===== config.mk =====
export PLATFORM = sky130hd
export DESIGN_NAME = vga_timing_monitor
export DESIGN_NICKNAME = d
export VERILOG_FILES = /design/src/rtl/vga_timing_monitor.sv
export SDC_FILE = /design/constraint.sdc
export NUM_CORES = 1
export LEC_CHECK = 0
export BUFFER_PORTS_ARGS = -buffer_cell sky130_fd_sc_hd__buf_2
export CORE_MARGIN = 5
export CORE_UTILIZATION = 54
export CTS_CLUSTER_DIAMETER = 50
export DETAILED_ROUTE_END_ITERATION = 8
export GPL_TIMING_DRIVEN = 0
export PLACE_DENSITY_LB_ADDON = 0.12
export SYNTH_ARGS = -nofsm -noshare
export SYNTH_HDL_FRONTEND = slang
export SYNTH_SLANG_ARGS = --single-unit

===== constraint.sdc =====
create_clock -name clk -period 2.2 [get_ports clk]
set_input_delay 0.22 -clock clk [delete_from_list [all_inputs] [get_ports clk]]
set_output_delay 0.22 -clock clk [all_outputs]
set_load 0.005 [all_outputs]

===== src/rtl/vga_timing_monitor.sv =====
// vga_timing_monitor: receive-side checker for the hsync/vsync/bright stream of the VGA timer.
// Rebuilds pixel coordinates from the sync/blank signals, measures line and frame geometry,
// and reports sticky timing errors plus a lock indication.
//
// Ports:
//   clk          system clock
//   clear        asynchronous active-low reset
//   pix_en       pixel strobe; inputs are sampled only on edges with pix_en=1
//   hsync/vsync  sync inputs, asserted level SYNC_POL
//   bright       visible-area indicator
//   err_clr      synchronous clear of h_err/v_err (independent of pix_en)
//   px_x/px_y    column/row of the last visible sample, px_valid pulses with each one
//   line_len     samples in the last complete line
//   frame_lines  lines in the last complete frame
//   h_err/v_err  sticky horizontal/vertical timing errors
//   locked       LOCK_FRAMES consecutive good frames seen
//   frame_done   one-clk pulse at each measured frame boundary
module vga_timing_monitor #(
  parameter int unsigned H_TOTAL     = 800,
  parameter int unsigned H_SYNC      = 96,
  parameter int unsigned H_ACTIVE    = 640,
  parameter int unsigned V_TOTAL     = 525,
  parameter int unsigned V_SYNC      = 2,
  parameter int unsigned V_ACTIVE    = 480,
  parameter int unsigned LOCK_FRAMES = 2,
  parameter bit          SYNC_POL    = 1'b0
) (
  input  logic       clk,
  input  logic       clear,
  input  logic       pix_en,
  input  logic       hsync,
  input  logic       vsync,
  input  logic       bright,
  input  logic       err_clr,
  output logic [9:0] px_x,
  output logic [9:0] px_y,
  output logic       px_valid,
  output logic [9:0] line_len,
  output logic [9:0] frame_lines,
  output logic       h_err,
  output logic       v_err,
  output logic       locked,
  output logic       frame_done
);

  localparam logic [9:0]  CntMax   = '1;
  localparam logic [10:0] HTotalW  = 11'(H_TOTAL);
  localparam logic [9:0]  HSyncW   = 10'(H_SYNC);
  localparam logic [9:0]  HActiveW = 10'(H_ACTIVE);
  localparam logic [9:0]  VTotalW  = 10'(V_TOTAL);
  localparam logic [9:0]  VSyncW   = 10'(V_SYNC);
  localparam logic [9:0]  VActiveW = 10'(V_ACTIVE);
  localparam logic [3:0]  LockW    = 4'(LOCK_FRAMES);

  function automatic logic [9:0] sat_inc(input logic [9:0] v);
    return (v == CntMax) ? v : v + 10'd1;
  endfunction

  logic       hs_prev_q, vs_prev_q, h_seen_q, v_seen_q, ferr_q;
  logic [9:0] hcnt_q, hwid_q, xcnt_q, vcnt_q, ycnt_q, vwid_q;
  logic [3:0] good_q, good_d;
  logic [9:0] px_x_q, px_y_q, line_len_q, frame_lines_q;
  logic       px_valid_q, h_err_q, v_err_q, locked_q, frame_done_q;

  logic        hs_act, vs_act, h_start, h_end, v_start, v_end, h_close, v_close;
  logic [10:0] line_meas;
  logic        h_set, v_set, any_set;
  logic [9:0]  hcnt_d, hwid_d, xcnt_base, xcnt_d, vcnt_inc, ycnt_inc, vcnt_d, ycnt_d, vwid_d;
  logic        h_err_d, v_err_d;

  always_comb begin
    hs_act  = (hsync == SYNC_POL);
    vs_act  = (vsync == SYNC_POL);
    h_start = hs_act & (hs_prev_q != SYNC_POL);
    h_end   = ~hs_act & (hs_prev_q == SYNC_POL);
    v_start = vs_act & (vs_prev_q != SYNC_POL);
    v_end   = ~vs_act & (vs_prev_q == SYNC_POL);
    // Only lines/frames bounded by two sync starts are measured.
    h_close = h_start & h_seen_q;
    v_close = v_start & v_seen_q;

    hcnt_d    = h_start ? 10'd0 : sat_inc(hcnt_q);
    line_meas = {1'b0, hcnt_q} + 11'd1;
    hwid_d    = h_start ? 10'd1 : (hs_act ? sat_inc(hwid_q) : hwid_q);

    xcnt_base = h_start ? 10'd0 : xcnt_q;
    xcnt_d    = bright ? sat_inc(xcnt_base) : xcnt_base;

    // The closing line is counted into the ending frame before any v_start zeroing.
    vcnt_inc = h_start ? sat_inc(vcnt_q) : vcnt_q;
    ycnt_inc = (h_start && xcnt_q != 10'd0) ? sat_inc(ycnt_q) : ycnt_q;
    vcnt_d   = v_start ? 10'd0 : vcnt_inc;
    ycnt_d   = v_start ? 10'd0 : ycnt_inc;
    if (v_start) begin
      vwid_d = h_start ? 10'd1 : 10'd0;
    end else begin
      vwid_d = (vs_act && h_start) ? sat_inc(vwid_q) : vwid_q;
    end

    h_set = 1'b0;
    if (h_close && ((line_meas != HTotalW) || (hcnt_q == CntMax))) h_set = 1'b1;
    if (h_close && (xcnt_q != 10'd0) && (xcnt_q != HActiveW)) h_set = 1'b1;
    if (h_end && h_seen_q && (hwid_q != HSyncW)) h_set = 1'b1;
    h_set = h_set & pix_en;

    v_set = 1'b0;
    if (v_close && ((vcnt_inc != VTotalW) || (ycnt_inc != VActiveW))) v_set = 1'b1;
    if (v_end && v_seen_q && (vwid_q != VSyncW)) v_set = 1'b1;
    v_set = v_set & pix_en;

    any_set = h_set | v_set;

    good_d = good_q;
    if (v_close) begin
      if (!ferr_q && !any_set && (vcnt_inc == VTotalW)) begin
        good_d = (good_q == 4'hf) ? good_q : good_q + 4'd1;
      end else begin
        good_d = 4'd0;
      end
    end

    // A set event in the same cycle as err_clr wins.
    h_err_d = h_set | (h_err_q & ~err_clr);
    v_err_d = v_set | (v_err_q & ~err_clr);
  end

  always_ff @(posedge clk or negedge clear) begin
    if (!clear) begin
      hs_prev_q     <= ~SYNC_POL;
      vs_prev_q     <= ~SYNC_POL;
      h_seen_q      <= 1'b0;
      v_seen_q      <= 1'b0;
      ferr_q        <= 1'b0;
      hcnt_q        <= '0;
      hwid_q        <= '0;
      xcnt_q        <= '0;
      vcnt_q        <= '0;
      ycnt_q        <= '0;
      vwid_q        <= '0;
      good_q        <= '0;
      px_x_q        <= '0;
      px_y_q        <= '0;
      line_len_q    <= '0;
      frame_lines_q <= '0;
      px_valid_q    <= 1'b0;
      h_err_q       <= 1'b0;
      v_err_q       <= 1'b0;
      locked_q      <= 1'b0;
      frame_done_q  <= 1'b0;
    end else begin
      px_valid_q   <= pix_en & bright;
      frame_done_q <= pix_en & v_close;
      h_err_q      <= h_err_d;
      v_err_q      <= v_err_d;
      if (pix_en) begin
        hs_prev_q <= hsync;
        vs_prev_q <= vsync;
        h_seen_q  <= h_seen_q | h_start;
        v_seen_q  <= v_seen_q | v_start;
        ferr_q    <= v_start ? 1'b0 : (ferr_q | any_set);
        hcnt_q    <= hcnt_d;
        hwid_q    <= hwid_d;
        xcnt_q    <= xcnt_d;
        vcnt_q    <= vcnt_d;
        ycnt_q    <= ycnt_d;
        vwid_q    <= vwid_d;
        good_q    <= good_d;
        locked_q  <= (good_d >= LockW);
        if (bright) begin
          px_x_q <= xcnt_base;
          px_y_q <= ycnt_d;
        end
        if (h_close) line_len_q <= line_meas[9:0];
        if (v_close) frame_lines_q <= vcnt_inc;
      end
    end
  end

  assign px_x        = px_x_q;
  assign px_y        = px_y_q;
  assign px_valid    = px_valid_q;
  assign line_len    = line_len_q;
  assign frame_lines = frame_lines_q;
  assign h_err       = h_err_q;
  assign v_err       = v_err_q;
  assign locked      = locked_q;
  assign frame_done  = frame_done_q;

endmodule


==> results.md <==
* Die height at 117 um
* Hold path depth at 3
* Critical Path End Type: register
* Post-route ant nets at 0
* Max_cap viols at 0
* CTS Root Buffer Type: clkbuf_16
* Die W at 117 um
* Synth Cell Area at 0.00617 mm^2
* Register Area at roughly 0.0029 mm^2
* Placed cell area at approximately 0.0067 mm^2
* Synthesized netlist cell count at 657
* GPL Wtd Cong at 0.926
* Syn nets at about 670
* GRT Total Usage at approximately a quarter
* Clk slew on worst S/H paths at 50 ps
* # IOs at 52
* Worst r2r dst: locked$_DFFE_PN0P_
* Final Cycle Share at 112%
* DP HPWL at around 10,000 um
* Initial Util at 54.5%
* Max stage delay on crit path at 430 ps
* HP Start: hsync
* Core Footprint at between 0.01 and 0.015 mm^2
* Post-synth EDFFs at 0
* Gr ovfl total at 0
* Most used cell, CP: nand2_2
* Min-delay worst type: input port to register
* Drt wl/cell at 18.4 um
* Fmax at 405 MHz
* Finished Cell Area at 0.00797 mm^2
* Reg2Reg Depth at 9
* DRC errors left at 0
* Final Hold Fails at 0
* Largest cells by area after synthesis: dfrtp_1, nand2_1, o21ai_0
* Skew final at 5.60 ps
* CP Launch Type: register
* Hold Path Sink: hs_prev_q$_DFFE_PN1P_
* #FFs+latches synth at about 110
* Max-Slew Margin vs Limit at between 50% and 60%
* Critical path's slowest cell: dfrtp_2
* Critical Path Fanout Max at 4
* Ys Warns at 0
* DP Worst Slack at -518 ps
* Top_reg_cell synth: dfrtp_1
* Cell taking the most area after synthesis: dfrtp_1
* Share of layout cells above drive strength 1 at between 30% and 40%
* CTS H-tree depth at 4
* TritonCTS Sinks at between 100 and 150
* Final Util at a little over two thirds
* Antenna fix cells at 0
* Initial DRC Count at 560
* Failing checks: negative setup slack
* Fillcell total at approximately 850
* Pleak at 3.58 nW
* Largest net degree at the start of global routing at 59
* Status: finished with violations
* R2r startpoint: xcnt_q[8]$_DFFE_PN0P_
* Die area at 0.0137 mm^2
* Async set or reset register ratio after synthesis at 100%
* Vias after detailed routing at 5,576
* Detailed Route WL at 17,000 um
* Post-Syn Area per Cell at 9.39 um^2
* Area of the multi-input gates at 0.00352 mm^2
* Worst VDD drop at 527 uV
* Reg2Reg Setup Slack at -270 ps
* Final worst slack at -271 ps
* Worst EP required at 2500 ps
* Synth cell count leaders: dfrtp_1, nand2_1, o21ai_0
* Area delta synth->final at 29.3%
* Drt pass-1 iters at 5
* Total chip power at approximately 6.3 mW
* Initial antenna violation count at 0
* Minimum clock period at 2470 ps
* Vias in the first global route at 5,131
* Max Slew Vio Count at 0
* Pwr Density at 795 mW/mm^2
* Synth cell types at 78
* Worst-skew pair later-pin latency at 420 ps
* First-pass GRT wire length at 26,300 um
* Cells along the critical path: nor4_4 > nand2_2 > o311a_4 > o221a_4 > nand4_4 > buf_4 > nand2_2 > a31oi_2 > a21oi_2
* RSZ-0062 raised after global routing: true
* Core Rows at 39
* Arrival time worst endpoint at roughly 2800 ps
* Worst slew pin tran at 741 ps
* Clk buf depth at 2
* Register area share after synthesis at 46.3%
* CTS tree: done
* Count leader, synth: dfrtp_1
* Post-synth top area share at 45.4%
* Final Setup Violations at 11
* Final net count at 785
* Total CTS buffers at 17
* Post-DR vias/cell at 6.03
* Port-buffer cells at 50
* Worst setup path category: register to register
-- cell usage in the layout (no fill, tap or decap), drive strengths merged, types with 10 or more instances in the layout --
| cell | n |
|---|---|
| mux2 | 10 |
| buf | 110 |
| xnor2 | 13 |
| a22o | 14 |
| o21ai | 60 |
| clkbuf | 41 |
| nand3 | 27 |
| dfrtp | 112 |
| nor2 | 49 |
| nand4 | 17 |
| and3 | 12 |
| inv | 13 |
| a21oi | 29 |
| nand2 | 101 |
| xor2 | 21 |
| nor3 | 14 |
-- critical path, delay by kind of cell (launching register included) --
family,cells,cell delay (ps)
compound gates,4,950
simple gates,4,820
flops,1,430
buf+inv,1,140
-- timing repair --
action                                  CTS  global route
gates cloned                              0             2
hold buffers                              1             0
hold endpoints to repair                 54             0
gates resized for setup                  60            48
setup buffers                            23            19
pin swaps                                22            29
endpoints found under the setup margin   46            44
-- state kept, by name (all words and copies together) (netlist names), 4 cells and up --
signal       flops
hwid_q          10
line_len        10
vwid_q          10
xcnt_q          10
px_x            10
vcnt_q          10
good_q           4
px_y            10
hcnt_q          10
ycnt_q          10
frame_lines     10
-- power by group --
part | internal, mW | switching, mW | leakage (nW)
sequential | 2.32 | 0.208 | 1.51
combinational | 0.583 | 0.682 | 1.80
clock | 1.62 | 0.926 | 0.271
total | 4.53 | 1.82 | 3.58
-- cell type report --
type | instances | area share (%)
clock inverter | 6 | 0.690
clock buffer | 25 | 6.09
multi-input combinational | 493 | 44.2
buffer | 33 | 2.31
timing repair buffer | 94 | 7.72
tap | 143 | 2.24
sequential | 114 | 36.0
inverter | 16 | 0.753
-- through the flow --
step | hold slack (ps) | std cells | TNS [ps]
after floorplan | -75.6 | 657 | -293
after global placement | 455 | 850 | -57940
after detailed placement | 328 | 851 | -11650
after CTS | 88.5 | 905 | -930
after global routing | 105 | 924 | -2750
final | 103 | 924 | -1490
-- routing by layer --
metal  part of all wire (%)  wire [um]  GRT usage (%)  up-vias
met1                     44       7550           35.0     2695
met3                    7.2       1230           6.32       39
met5                      0          0              0        -
li1                       -          -              -     2608
met2                     46       7790           36.6      234
met4                    2.5        427           9.71        0
-- how the worst max path moves through the flow --
stage / end / start
final: locked$_DFFE_PN0P_ / xcnt_q[8]$_DFFE_PN0P_
after global routing: locked$_DFFE_PN0P_ / xcnt_q[0]$_DFFE_PN0P_
after CTS: locked$_DFFE_PN0P_ / xcnt_q[8]$_DFFE_PN0P_
after detailed placement: hcnt_q[5]$_DFFE_PN0P_ / hcnt_q[0]$_DFFE_PN0P_
after global placement: vcnt_q[0]$_DFFE_PN0P_ / clear
after floorplan: locked$_DFFE_PN0P_ / vcnt_q[1]$_DFFE_PN0P_
-- cells by family after synthesis --
kind of cell               count (synthesis)  share of synthesized area [%]
muxes                                     13                           2.31
DFF                                      114                           46.3
adders and majority gates                  9                           1.83
buffers and inverters                     51                           3.85
and+or+nand+nor                          271                           22.7
AOI/OAI and AO/OA                        165                           18.2
xor gates and xnor gates                  34                           4.83
Power figures use the tool's default switching activity.
